<file path="config.mk">
export PLATFORM = sky130hd
export DESIGN_NAME = calc1_port_scheduler_flat
export DESIGN_NICKNAME = d
export VERILOG_FILES = /design/src/rtl/calc1_port_scheduler_if.sv /design/src/rtl/calc1_port_scheduler.sv /design/src/flat_wrapper.sv
export SDC_FILE = /design/constraint.sdc
export NUM_CORES = 1
export LEC_CHECK = 0
export CAP_MARGIN = 25
export CELL_PAD_IN_SITES_DETAIL_PLACEMENT = 1
export CELL_PAD_IN_SITES_GLOBAL_PLACEMENT = 1
export CORE_MARGIN = 1
export CORE_UTILIZATION = 25
export DETAILED_ROUTE_END_ITERATION = 8
export GPL_TIMING_DRIVEN = 0
export MAX_ROUTING_LAYER = met4
export PLACE_DENSITY_LB_ADDON = 0.05
export SLEW_MARGIN = 10
export SYNTH_ARGS = -nofsm -noshare
export SYNTH_HDL_FRONTEND = slang
export SYNTH_SLANG_ARGS = --single-unit
export TNS_END_PERCENT = 100
</file>
<file path="constraint.sdc">
create_clock -name c_clk -period 2.6 [get_ports c_clk]
set_clock_uncertainty 0.05 [all_clocks]
set_input_delay 0.26 -clock c_clk [delete_from_list [all_inputs] [get_ports c_clk]]
set_output_delay 0.26 -clock c_clk [all_outputs]
set_load 0.02 [all_outputs]
</file>
<file path="src/rtl/calc1_port_scheduler_if.sv">
// calc1_port_scheduler_if: four requester ports (index 0 = port1) plus the shared-engine handshake; slave = scheduler side, master = requesters/engine side
interface calc1_port_scheduler_if #(parameter int DATA_W = 32);
  logic [3:0][3:0]        req_cmd_in;
  logic [3:0][DATA_W-1:0] req_data_in;
  logic [3:0][1:0]        out_resp;
  logic [3:0][DATA_W-1:0] out_data;
  logic                   eng_valid;
  logic [3:0]             eng_cmd;
  logic [DATA_W-1:0]      eng_op1;
  logic [DATA_W-1:0]      eng_op2;
  logic                   eng_ready;
  logic                   eng_done;
  logic [1:0]             eng_resp;
  logic [DATA_W-1:0]      eng_result;
  modport slave (
    input  req_cmd_in, req_data_in, eng_ready, eng_done, eng_resp, eng_result,
    output out_resp, out_data, eng_valid, eng_cmd, eng_op1, eng_op2
  );
  modport master (
    output req_cmd_in, req_data_in, eng_ready, eng_done, eng_resp, eng_result,
    input  out_resp, out_data, eng_valid, eng_cmd, eng_op1, eng_op2
  );
endinterface

</file>
<file path="src/rtl/calc1_port_scheduler.sv">
// calc1_port_scheduler: round-robin sharing of one calc engine by four two-cycle command ports; ports c_clk, reset_n (async low), bus (requesters in/responses out, engine valid/ready out, done/resp/result in)
module calc1_port_scheduler #(
  parameter int DATA_W  = 32,
  parameter int TIMEOUT = 16
) (
  input  logic                  c_clk,
  input  logic                  reset_n,
  calc1_port_scheduler_if.slave bus
);
  localparam int CW = $clog2(TIMEOUT + 1);
  typedef enum logic [1:0] {IDLE, CAPT, PEND, BUSY} port_t;
  typedef enum logic [1:0] {A_IDLE, ISSUE, WAIT, RETURN} arb_t;
  port_t             st [4];
  logic [3:0]        cmd [4];
  logic [DATA_W-1:0] op1 [4];
  logic [DATA_W-1:0] op2 [4];
  arb_t              ast;
  logic [1:0]        ptr, gnt, sel;
  logic              found;
  logic [CW-1:0]     cnt;
  logic [1:0]        rsp;
  logic [DATA_W-1:0] res;
  function automatic logic legal(input logic [3:0] c);
    return c inside {4'd1, 4'd2, 4'd5, 4'd6};
  endfunction
  always_comb begin
    found = 1'b0;
    sel   = ptr;
    for (int k = 3; k >= 0; k--)
      if (st[ptr + 2'(k)] == PEND) begin
        found = 1'b1;
        sel   = ptr + 2'(k);
      end
  end
  always_ff @(posedge c_clk or negedge reset_n)
    if (!reset_n) begin
      for (int i = 0; i < 4; i++) begin
        st[i]  <= IDLE;
        cmd[i] <= '0;
        op1[i] <= '0;
        op2[i] <= '0;
      end
      bus.out_resp  <= '0;
      bus.out_data  <= '0;
      bus.eng_valid <= 1'b0;
      bus.eng_cmd   <= '0;
      bus.eng_op1   <= '0;
      bus.eng_op2   <= '0;
      ast <= A_IDLE;
      ptr <= '0;
      gnt <= '0;
      cnt <= '0;
      rsp <= '0;
      res <= '0;
    end else begin
      bus.out_resp <= '0;
      bus.out_data <= '0;
      for (int i = 0; i < 4; i++)
        case (st[i])
          IDLE:
            if (legal(bus.req_cmd_in[i])) begin
              st[i]  <= CAPT;
              cmd[i] <= bus.req_cmd_in[i];
              op1[i] <= bus.req_data_in[i];
            end else if (bus.req_cmd_in[i] != 4'd0) bus.out_resp[i] <= 2'd2;
          CAPT: begin
            op2[i] <= bus.req_data_in[i];
            st[i]  <= PEND;
          end
          default: ;
        endcase
      case (ast)
        A_IDLE:
          if (found) begin
            gnt           <= sel;
            st[sel]       <= BUSY;
            bus.eng_valid <= 1'b1;
            bus.eng_cmd   <= cmd[sel];
            bus.eng_op1   <= op1[sel];
            bus.eng_op2   <= op2[sel];
            ast           <= ISSUE;
          end
        ISSUE:
          if (bus.eng_ready) begin
            bus.eng_valid <= 1'b0;
            cnt           <= '0;
            ast           <= WAIT;
          end
        WAIT:
          if (bus.eng_done) begin
            rsp <= bus.eng_resp;
            res <= bus.eng_result;
            ast <= RETURN;
          end else if (cnt == CW'(TIMEOUT - 1)) begin
            rsp <= 2'd3;
            res <= '0;
            ast <= RETURN;
          end else cnt <= cnt + 1'b1;
        RETURN: begin
          bus.out_resp[gnt] <= rsp;
          bus.out_data[gnt] <= res;
          st[gnt]           <= IDLE;
          ptr               <= gnt + 2'd1;
          ast               <= A_IDLE;
        end
        default: ast <= A_IDLE;
      endcase
    end
endmodule

</file>
<file path="src/flat_wrapper.sv">
// flat-port wrapper written by rule: the top's interface ports become plain ports
module calc1_port_scheduler_flat 
#(
  parameter int DATA_W  = 32,
  parameter int TIMEOUT = 16
)
  (c_clk, reset_n, bus_req_cmd_in, bus_req_data_in, bus_eng_ready, bus_eng_done, bus_eng_resp, bus_eng_result, bus_out_resp, bus_out_data, bus_eng_valid, bus_eng_cmd, bus_eng_op1, bus_eng_op2);
  calc1_port_scheduler_if #(.DATA_W(DATA_W)) bus_i ();
  input  logic c_clk;
  input  logic reset_n;
  input wire logic [$bits(bus_i.req_cmd_in)-1:0] bus_req_cmd_in;
  input wire logic [$bits(bus_i.req_data_in)-1:0] bus_req_data_in;
  input wire logic [$bits(bus_i.eng_ready)-1:0] bus_eng_ready;
  input wire logic [$bits(bus_i.eng_done)-1:0] bus_eng_done;
  input wire logic [$bits(bus_i.eng_resp)-1:0] bus_eng_resp;
  input wire logic [$bits(bus_i.eng_result)-1:0] bus_eng_result;
  output wire logic [$bits(bus_i.out_resp)-1:0] bus_out_resp;
  output wire logic [$bits(bus_i.out_data)-1:0] bus_out_data;
  output wire logic [$bits(bus_i.eng_valid)-1:0] bus_eng_valid;
  output wire logic [$bits(bus_i.eng_cmd)-1:0] bus_eng_cmd;
  output wire logic [$bits(bus_i.eng_op1)-1:0] bus_eng_op1;
  output wire logic [$bits(bus_i.eng_op2)-1:0] bus_eng_op2;
  assign bus_i.req_cmd_in = bus_req_cmd_in;
  assign bus_i.req_data_in = bus_req_data_in;
  assign bus_i.eng_ready = bus_eng_ready;
  assign bus_i.eng_done = bus_eng_done;
  assign bus_i.eng_resp = bus_eng_resp;
  assign bus_i.eng_result = bus_eng_result;
  assign bus_out_resp = bus_i.out_resp;
  assign bus_out_data = bus_i.out_data;
  assign bus_eng_valid = bus_i.eng_valid;
  assign bus_eng_cmd = bus_i.eng_cmd;
  assign bus_eng_op1 = bus_i.eng_op1;
  assign bus_eng_op2 = bus_i.eng_op2;
  calc1_port_scheduler #(.DATA_W(DATA_W), .TIMEOUT(TIMEOUT)) u_core (.c_clk(c_clk), .reset_n(reset_n), .bus(bus_i));
endmodule
</file>
# [Yosys cells after proc, flatten, opt, wreduce, memory -nomap -nowiden]
# Index checks and enable logic that the tools add are counted.
[word_totals] ff_bits=530 out_inout_bits=205 input_bits=182 wordCells=197
[op_classes] n_mux=77 add_sub_neg=5 magnitude_cmp=10 eq_ne=33 n_bitwise=10 reduce_logical=28
[op_table] cell="2-to-1 mux 32 bit" count=7
[op_table] cell="bitwise AND 128 bit" count=1
[op_table] cell="binary-select mux 32 bit (select 2 bit)" count=2
[op_table] cell="2-to-1 mux 128 bit" count=1
[op_table] cell="2-to-1 mux 2 bit" count=36
[op_table] cell="demux 32 bit (select 2 bit)" count=1
[op_table] cell="== test 4 x 3 -> 1 bit, second input constant" count=8
[op_table] cell="nonzero test 4 bit" count=8
[op_table] cell=">= comparator 3 bit, second input constant" count=6
[op_table] cell="NOT 2 -> 3 bit" count=6
[op_table] cell="binary-select mux 2 bit (select 2 bit)" count=4
[op_table] cell="== test 4 x 1 -> 1 bit, second input constant" count=4
[op_table] cell="== test 4 x 2 -> 1 bit, second input constant" count=4
[op_table] cell="2-to-1 mux 8 bit" count=2
[op_table] cell="one-hot mux 2 bit (2 select lines)" count=4
[op_table] cell="one-hot mux 8 bit (2 select lines)" count=1
[op_table] cell="2-to-1 mux 5 bit" count=3
[op_table] cell="demux 2 bit (select 2 bit)" count=3
[op_table] cell="== test 2 bit, second input constant" count=6
[op_table] cell="AND reduction 2 bit" count=6
[op_table] cell="== test 2 x 1 -> 1 bit, second input constant" count=5
[op_table] cell="logical NOT 2 bit" count=5
[op_table] cell="one-hot mux 5 bit (2 select lines)" count=1
[op_table] cell="bitwise AND 8 bit" count=1
[op_table] cell="22 further kinds" count=38

# [Longest topological paths before layout]
# Gate-level depths: netlist of run 1.
[depth] depth_word=18 ltp_mapped=8 depth_no_buf=8

# [Worst setup path before layout of run 1]
# No wires, ideal clock.
[synth_timing] path_type="register to register" startpoint="reg u_core.cnt[0]" endpoint="reg u_core.res[10]" setup_time_ns=0.066 synth_period_minus_slack_ns=2.091 path_buffers=2 slack_ns=0.509 stages_incl_launch_ff=9 required_time_ns=2.484 t_arrival_ns=1.975 cell_sequence="dfrtp_1 -> ha_1 -> and3_1 -> ha_1 -> or2_2 -> clkbuf_1 -> nand2_1 -> clkbuf_1 -> a22o_1"
[synth_via] elab_chain_cells=3
[synth_rtl] element="start, declared" line="calc1_port_scheduler.sv:20" text="logic [CW-1:0] cnt;"
[synth_rtl] element="start signal, assigned" line="calc1_port_scheduler.sv:98" text="end else cnt <= cnt + 1'b1;"
[synth_rtl] element="== test 5 x 4 -> 1 bit" line="calc1_port_scheduler.sv:94" text="end else if (cnt == CW'(TIMEOUT - 1)) begin"
[synth_rtl] element="nonzero test 2 bit (no line)"
[synth_rtl] element="AND reduction 2 bit (no line)"
[synth_rtl] element="end signal, assigned" line="calc1_port_scheduler.sv:92" text="res <= bus.eng_result;"
[synth_rtl] element="end, declared" line="calc1_port_scheduler.sv:22" text="logic [DATA_W-1:0] res;"
# No other way between the ends.
# A chain may end at the register's enable or synchronous reset.

# [Final worst setup path of run 1]
[layout_timing] startpoint="reg u_core.st[2] (netlist bit)" endpoint="reg u_core.bus.eng_op1[9]"
[layout_via] elab_chain_cells=12
[layout_rtl] element="start, declared" line="calc1_port_scheduler.sv:13" text="port_t st [4];"
[layout_rtl] element="start signal, assigned by index" line="calc1_port_scheduler.sv:38" text="st[i] <= IDLE;"
[layout_rtl] element="start signal, assigned by index" line="calc1_port_scheduler.sv:62" text="st[i] <= CAPT;"
[layout_rtl] element="start signal, assigned by index" line="calc1_port_scheduler.sv:68" text="st[i] <= PEND;"
[layout_rtl] element="binary-select mux 2 bit (select 2 bit)" line="calc1_port_scheduler.sv:30" text="if (st[ptr + 2'(k)] == PEND) begin"
[layout_rtl] element="2-to-1 mux 2 bit (implied by the code) (2 in a row)" line="calc1_port_scheduler.sv:30"
[layout_rtl] element="== test 2 bit" line="calc1_port_scheduler.sv:30"
[layout_rtl] element="2-to-1 mux 2 bit (4 in a row)" line="calc1_port_scheduler.sv:30"
[layout_rtl] element="NOT 2 -> 3 bit (implied by the code)" line="calc1_port_scheduler.sv:79" text="bus.eng_op1 <= op1[sel];"
[layout_rtl] element="binary-select mux 32 bit (select 2 bit)" line="calc1_port_scheduler.sv:79"
[layout_rtl] element="2-to-1 mux 32 bit (implied by the code) (2 in a row)" line="calc1_port_scheduler.sv:79"
[layout_rtl] element="end signal, assigned" line="calc1_port_scheduler.sv:79"
[layout_rtl] element="end, declared" line="calc1_port_scheduler_if.sv:17" text="output out_resp, out_data, eng_valid, eng_cmd, eng_op1, eng_op2"
# Parallel ways exist; a longest one is shown, timed or not. The select of a mux whose other input is x is not followed.

==> results of run 1 <==
==> per-stage QoR <==
stage,setup slack [ns],cell area (µm²)
global placement,-23.97,28500
CTS,0.00454,31100
floorplan,0.509,23100
detailed placement,-0.822,28700
global route,0.00248,31200
finish,0.116,31200
==> timing repair <==
action                                 4_1_cts  5_1_grt
gates resized for setup                     25       46
hold buffers                                 1        0
setup endpoints to repair                  139       88
pin swaps                                    2        2
endpoints found under the hold margin       70        0
setup buffers                                6        3
==> worst reg2reg max path: cells and delay by family (launching register included) <==
family,cells,cell delay [ns]
AOI/OAI and AO/OA,3,0.58
and+or+nand+nor,2,0.50
buffers and inverters,2,0.89
DFF,1,0.41
==> power groups by stage <==
stage / registers, W / logic (W) / clock network, W
after floorplan: 0.0140 / 0.00968 / 0
after global placement: 0.0140 / 0.0172 / 0
after detailed placement: 0.0140 / 0.0177 / 0
after CTS: 0.0139 / 0.0178 / 0.0103
after global routing: 0.0144 / 0.0190 / 0.0106
final: 0.0139 / 0.0176 / 0.00997
==> worst paths after layout <==
| path | from | to | slack (ns) | cells past startpoint |
|---|---|---|---|---|
| max | u_core.st[2] | u_core.bus.eng_op1[9] | 0.12 | 7 |
| min | reset_n | u_core.bus.out_data[9] | 0.16 | 2 |
| max reg2reg | u_core.st[2] | u_core.bus.eng_op1[9] | 0.12 | 7 |
| min reg2reg | u_core.op2[101] | u_core.op2[101] | 0.45 | 1 |
| max in group asynchronous | reset_n | u_core.bus.eng_op1[0] | 0.80 | 4 |
| min in group c_clk | bus_eng_result[13] | u_core.res[13] | 0.20 | 2 |
==> flip-flops by register name, summed over array words and instances, names as in the netlist, 5 cells and up <==
signal               cells
u_core.op1             128
u_core.cnt               5
u_core.bus.out_resp      8
u_core.cmd              16
u_core.st                8
u_core.res              32
u_core.bus.eng_op2      32
u_core.bus.eng_op1      32
u_core.bus.out_data    128
u_core.op2             128
==> cells by family after synthesis <==
| kind of cell | after synthesis | synth area share, % |
|---|---|---|
| AO/OA/AOI/OAI | 507 | 16.7 |
| XOR/XNOR | 4 | 0.151 |
| adder cells (fa/ha/maj) | 10 | 0.541 |
| buffers and inverters | 186 | 3.53 |
| flip-flops | 530 | 57.3 |
| multiplexers | 269 | 13.1 |
| AND/OR/NAND/NOR | 360 | 8.69 |
==> cells in the mapped netlist, types with 2 or more instances <==
cell | instances | area share, %
a211oi_1 | 4 | 0.13
a41oi_2 | 65 | 4.6
and3_1 | 200 | 5.4
a22o_1 | 32 | 1.2
nand3_1 | 5 | 0.11
buf_2 | 18 | 0.39
clkbuf_1 | 125 | 2.0
inv_1 | 16 | 0.26
mux2_2 | 264 | 13
nor2b_1 | 9 | 0.24
nor3_1 | 7 | 0.15
buf_6 | 11 | 0.54
mux2i_1 | 5 | 0.22
nor2_1 | 90 | 1.5
o221ai_1 | 2 | 0.076
dfrtp_1 | 530 | 57
a21oi_1 | 81 | 1.8
o21ai_0 | 206 | 4.5
o22a_1 | 2 | 0.076
a31oi_1 | 6 | 0.16
nand3b_1 | 4 | 0.13
a21boi_0 | 2 | 0.065
or2_2 | 2 | 0.054
a22oi_1 | 3 | 0.097
nand4_1 | 2 | 0.054
nor3b_1 | 4 | 0.13
a21o_1 | 2 | 0.065
buf_1 | 12 | 0.19
nand2_1 | 21 | 0.34
xor2_1 | 4 | 0.15
ha_1 | 10 | 0.54
nand2b_1 | 4 | 0.11
o21bai_1 | 2 | 0.065
buf_4 | 3 | 0.097
and2_1 | 5 | 0.14
o21ai_1 | 19 | 0.41
a41oi_1 | 3 | 0.11
a221o_1 | 68 | 2.9
==> layer usage <==
layer	up-vias	global-route usage, %	routed length [µm]
li1	7876	-	-
met1	9245	27.3	44200
met2	434	33.2	45000
met3	121	4.02	4300
met4	0	5.42	2380
met5	-	-	0
==> layout make-up <==
class,instances,area (µm²)
Fill cell,9827,60400
Sequential cell,530,13300
Multi-Input combinational cell,1150,9100
Timing Repair Buffer,405,4140
Clock buffer,97,1990
Tap cell,1186,1480
Buffer,166,795
Clock inverter,22,363
Inverter,16,60.1
Antenna cell,14,35.0
==> metrics, run 1 <==
status completed; CP Class flop to flop; Die X ~310 µm; Worst-Margin Slew between 1 and 1.5 ns; Switch Pwr about 0.017 W; period utilisation layout ~96%; Post-DP HPWL between 60000 and 70000 µm; number of distinct library cells after synthesis 56; Switching Fraction ~40%; Via Count between 15000 and 20000; Pre-antenna DRT Iters 5; Overall Power roughly 0.041 W; Clock Latency Late Sink 0.61 ns; Slew HR approximately a quarter; Lkg Pwr between 10 and 15 nW; startpoint types flop; Post-Layout Cell Count 3586; peak supply drop about 0.00052 V; EDFF count, synth 0; layout cells sized above 1 a little under a quarter; Syn Area/Cell between 10 and 15 µm²; core area between 90000 and 100000 µm²; Sequential Power Share between 30 and 40%; first-pass GRT wire length 139000 µm; max cap viols 0; final core utilization between 30% and 40%; Final #Nets approximately 2500; H-tree level count 3; final setup fails 0; register bit count reported by yosys 530; CTS clk-pin slew, worst paths ~0.06 ns; CP cell instances nand2b_1 -> buf_2 -> a31oi_1 -> nor3_4 -> clkbuf_1 -> o21ai_0 -> a41oi_2; vias in the first global route roughly 19000; critical path data required time just over 3 ns; Initial DRC Count between 800 and 900; post-synthesis sequential area ratio between 50% and 60%; pwr/cell area between 1000 and 1500 nW/µm²; Placed Cells incl. Taps 3447; Worst path top cell family by delay buffers and inverters; area grow syn2layout 35.0%; Syn. warnings 0; WL per Instance 26.8 µm; Clock Power Share a little under a quarter; full die area 93800 µm²; ys flop type dfrtp_1; Slowest-stage cell, CP clkbuf_1; setup total negative slack 0 ns; buffers and inverters on the worst path 2; most frequent cells in the layout dfrtp_1 (530), clkdlybuf4s50_1 (385), mux2_2 (264); most common cell after layout, fill and taps aside dfrtp_1; Worst EP arrival a little under 3 ns; largest net degree at the start of global routing 102; minimum clock period between 2 and 2.5 ns; Mapped Area about 23000 µm²; cell-internal power around 0.025 W; crit path capture type flop; antenna-violating nets left 0; CTS sink cnt between 500 and 600; hold slack 0.162 ns; final hold viol count 0; Routed WL roughly 96000 µm; Critical Path Fanout Max 10; Initial Util about 25%; placer congestion estimate 0.789; synthesized instance count between 1500 and 2000; CTS max path bufs 3; IO Port Bufs between 300 and 400; Hold WC Path Type primary input to asynchronous set/reset pin; Post-route DRC 0; cts bufs inserted 68; post-DR vias/cell ~4.9; FFs w/ async S/R, synth between 90% and 100%; # rows about 110; RSZ-0062 raised after global routing false; Worst path max stage delay approximately 0.66 ns; I/O pins 387; Die H 306 µm; initial antenna violation count 12; Post-Syn Nets ~2100; clk root buf clkbuf_16; final count of pins violating max slew 0; final global-route overflow total 0; Max Clk Rate just over 400 MHz; GRT Overall Usage a little over a fifth; CTS tree done; Gate power share a little over two fifths
No activity file was read; power rests on OpenSTA's default activity.
==> run 2: changes to the inputs <==
--- a/config.mk
+++ b/config.mk
@@ -5,7 +5,6 @@
 export SDC_FILE = /design/constraint.sdc
 export NUM_CORES = 1
 export LEC_CHECK = 0
-export CAP_MARGIN = 25
 export CELL_PAD_IN_SITES_DETAIL_PLACEMENT = 1
 export CELL_PAD_IN_SITES_GLOBAL_PLACEMENT = 1
 export CORE_MARGIN = 1
==> metrics, run 2 (synthesis gave the netlist of run 1 again) <==
status completed; Clock Latency Late Sink 0.60 ns; # rows 111; final global-route overflow total 0; fin worst setup slack around 0.096 ns; cell-internal power approximately 0.024 W; Design Area, Final 31100 µm²; Overall Power slightly above 0.04 W; Die H roughly 310 µm; final count of pins violating max slew 0; initial antenna violation count 9; Post-DP HPWL between 60000 and 70000 µm; peak supply drop about 0.00059 V; Clock Power Share between 20 and 25%; CP Class flop to flop; core area slightly above 90000 µm²; Final #Nets 2526; Post-route DRC 0; final setup fails 0; placer congestion estimate just under 0.8; vias in the first global route about 19000; CTS max path bufs 3; multi-input logic area slightly above 9000 µm²; Die X a little over 300 µm; Sequential Power Share between 30% and 40%; Worst-Margin Slew between 1 and 1.5 ns; Slew HR between 20% and 30%; GRT Overall Usage 21.1%; Switch Pwr ~0.017 W; Initial DRC Count just under 900; Via Count roughly 18000; Lkg Pwr between 10 and 15 nW; IO Port Bufs 386; final hold viol count 0; antenna-violating nets left 0; clk root buf clkbuf_16; startpoint types flop; FF+latch area 13300 µm²; Worst EP arrival ~2.9 ns; DR WL met3 approximately 4700 µm; Initial Util roughly 25%; Gate power share between 40% and 50%; pwr/cell area roughly 1300 nW/µm²; area grow syn2layout 34.2%; Hold WC Path Type primary input to asynchronous set/reset pin; met2 routed wirelength ~45000 µm; H-tree level count 3; first-pass GRT wire length about 140000 µm; CTS sink cnt 530; most frequent cells in the layout dfrtp_1 (530), clkdlybuf4s50_1 (385), mux2_2 (264); CTS tree done; Fillers roughly 10000; minimum clock period 2.50 ns; I/O pins ~390; CTS clk-pin slew, worst paths 0.06 ns; Switching Fraction between 40 and 50%; wl on met1 around 44000 µm; Pre-antenna DRT Iters 5; placed cell area 28600 µm²; period utilisation layout a little over nine tenths; pre-CTS setup slack -0.848 ns; Routed WL between 90000 and 100000 µm; highest layer used for signal routing met4; max cap viols 0; crit path capture type flop; cts bufs inserted 67; critical path data required time around 3.0 ns; full die area approximately 94000 µm²; largest net degree at the start of global routing about 100; WL per Instance around 27 µm; post-DR vias/cell 4.96; Max Clk Rate approximately 400 MHz; most common cell after layout, fill and taps aside dfrtp_1; Critical Path Fanout Max 10; RSZ-0062 raised after global routing false; Largest regs u_core.bus.out_data (128), u_core.op1 (128), u_core.op2 (128); layout cells sized above 1 a little under a quarter
==> run 2: critical path, stage by stage (launching register included) <==
cell      delay, ns
dfrtp_1        0.41
nor2b_2        0.20
buf_6          0.16
buf_2          0.21
clkbuf_1       0.31
and3_1         0.28
a221o_1        0.30
a21oi_1        0.31
a41oi_2        0.16
==> run 2: layer usage <==
metal	up-vias	GRT usage, %
li1	7855	-
met1	9283	27.7
met2	485	32.8
met3	140	3.95
met4	0	6.38
met5	-	-
==> run 2: worst paths after layout <==
check                                    from                endpoint  slack, ns  cells after the start
max                              u_core.st[3]  u_core.bus.eng_op2[19]        0.1                      8
min in group c_clk         bus_eng_result[16]          u_core.res[16]       0.21                      2
min                                   reset_n  u_core.bus.out_data[9]       0.18                      2
max in group asynchronous             reset_n         u_core.op2[116]       0.79                      4
max reg2reg                      u_core.st[3]  u_core.bus.eng_op2[19]        0.1                      8
min reg2reg                     u_core.cmd[3]           u_core.cmd[3]       0.44                      1
==> run 2: power groups by stage <==
stage               logic [W]  clock network [W]  registers [W]
floorplan             0.00968                  0         0.0140
global placement       0.0172                  0         0.0140
detailed placement     0.0176                  0         0.0140
CTS                    0.0178            0.00986         0.0139
global route           0.0190             0.0101         0.0144
finish                 0.0177            0.00955         0.0139
==> run 2: cell type report <==
cell class / instances / area share [%]
sequential: 530 / 42.7
inverter: 16 / 0.193
multi-input combinational: 1150 / 29.3
timing repair buffer: 402 / 13.2
clock inverter: 18 / 0.846
tap: 1186 / 4.78
clock buffer: 101 / 6.36
antenna: 10 / 0.0806
buffer: 167 / 2.60
==> run 2: what timing repair did <==
item / CTS / global route
hold buffers: 1 / 0
buffers inserted: 8 / 2
endpoints found under the hold margin: 70 / 0
pin swaps: 3 / 0
setup endpoints to repair: 175 / 84
gates resized for setup: 31 / 37
==> run 2: stage by stage <==
stage / TNS [ns] / util (%) / hold WS [ns] / instances
6_report: 0 / 33.9 / 0.178 / 3580
5_1_grt: 0 / 33.9 / 0.193 / 3579
4_1_cts: 0 / 33.8 / 0.172 / 3568
3_5_place_dp: -81.66 / 31.2 / 0.240 / 3443
3_3_place_gp: - / 31.1 / 0.422 / 3438
2_1_floorplan: 0 / - / -0.0856 / 1866
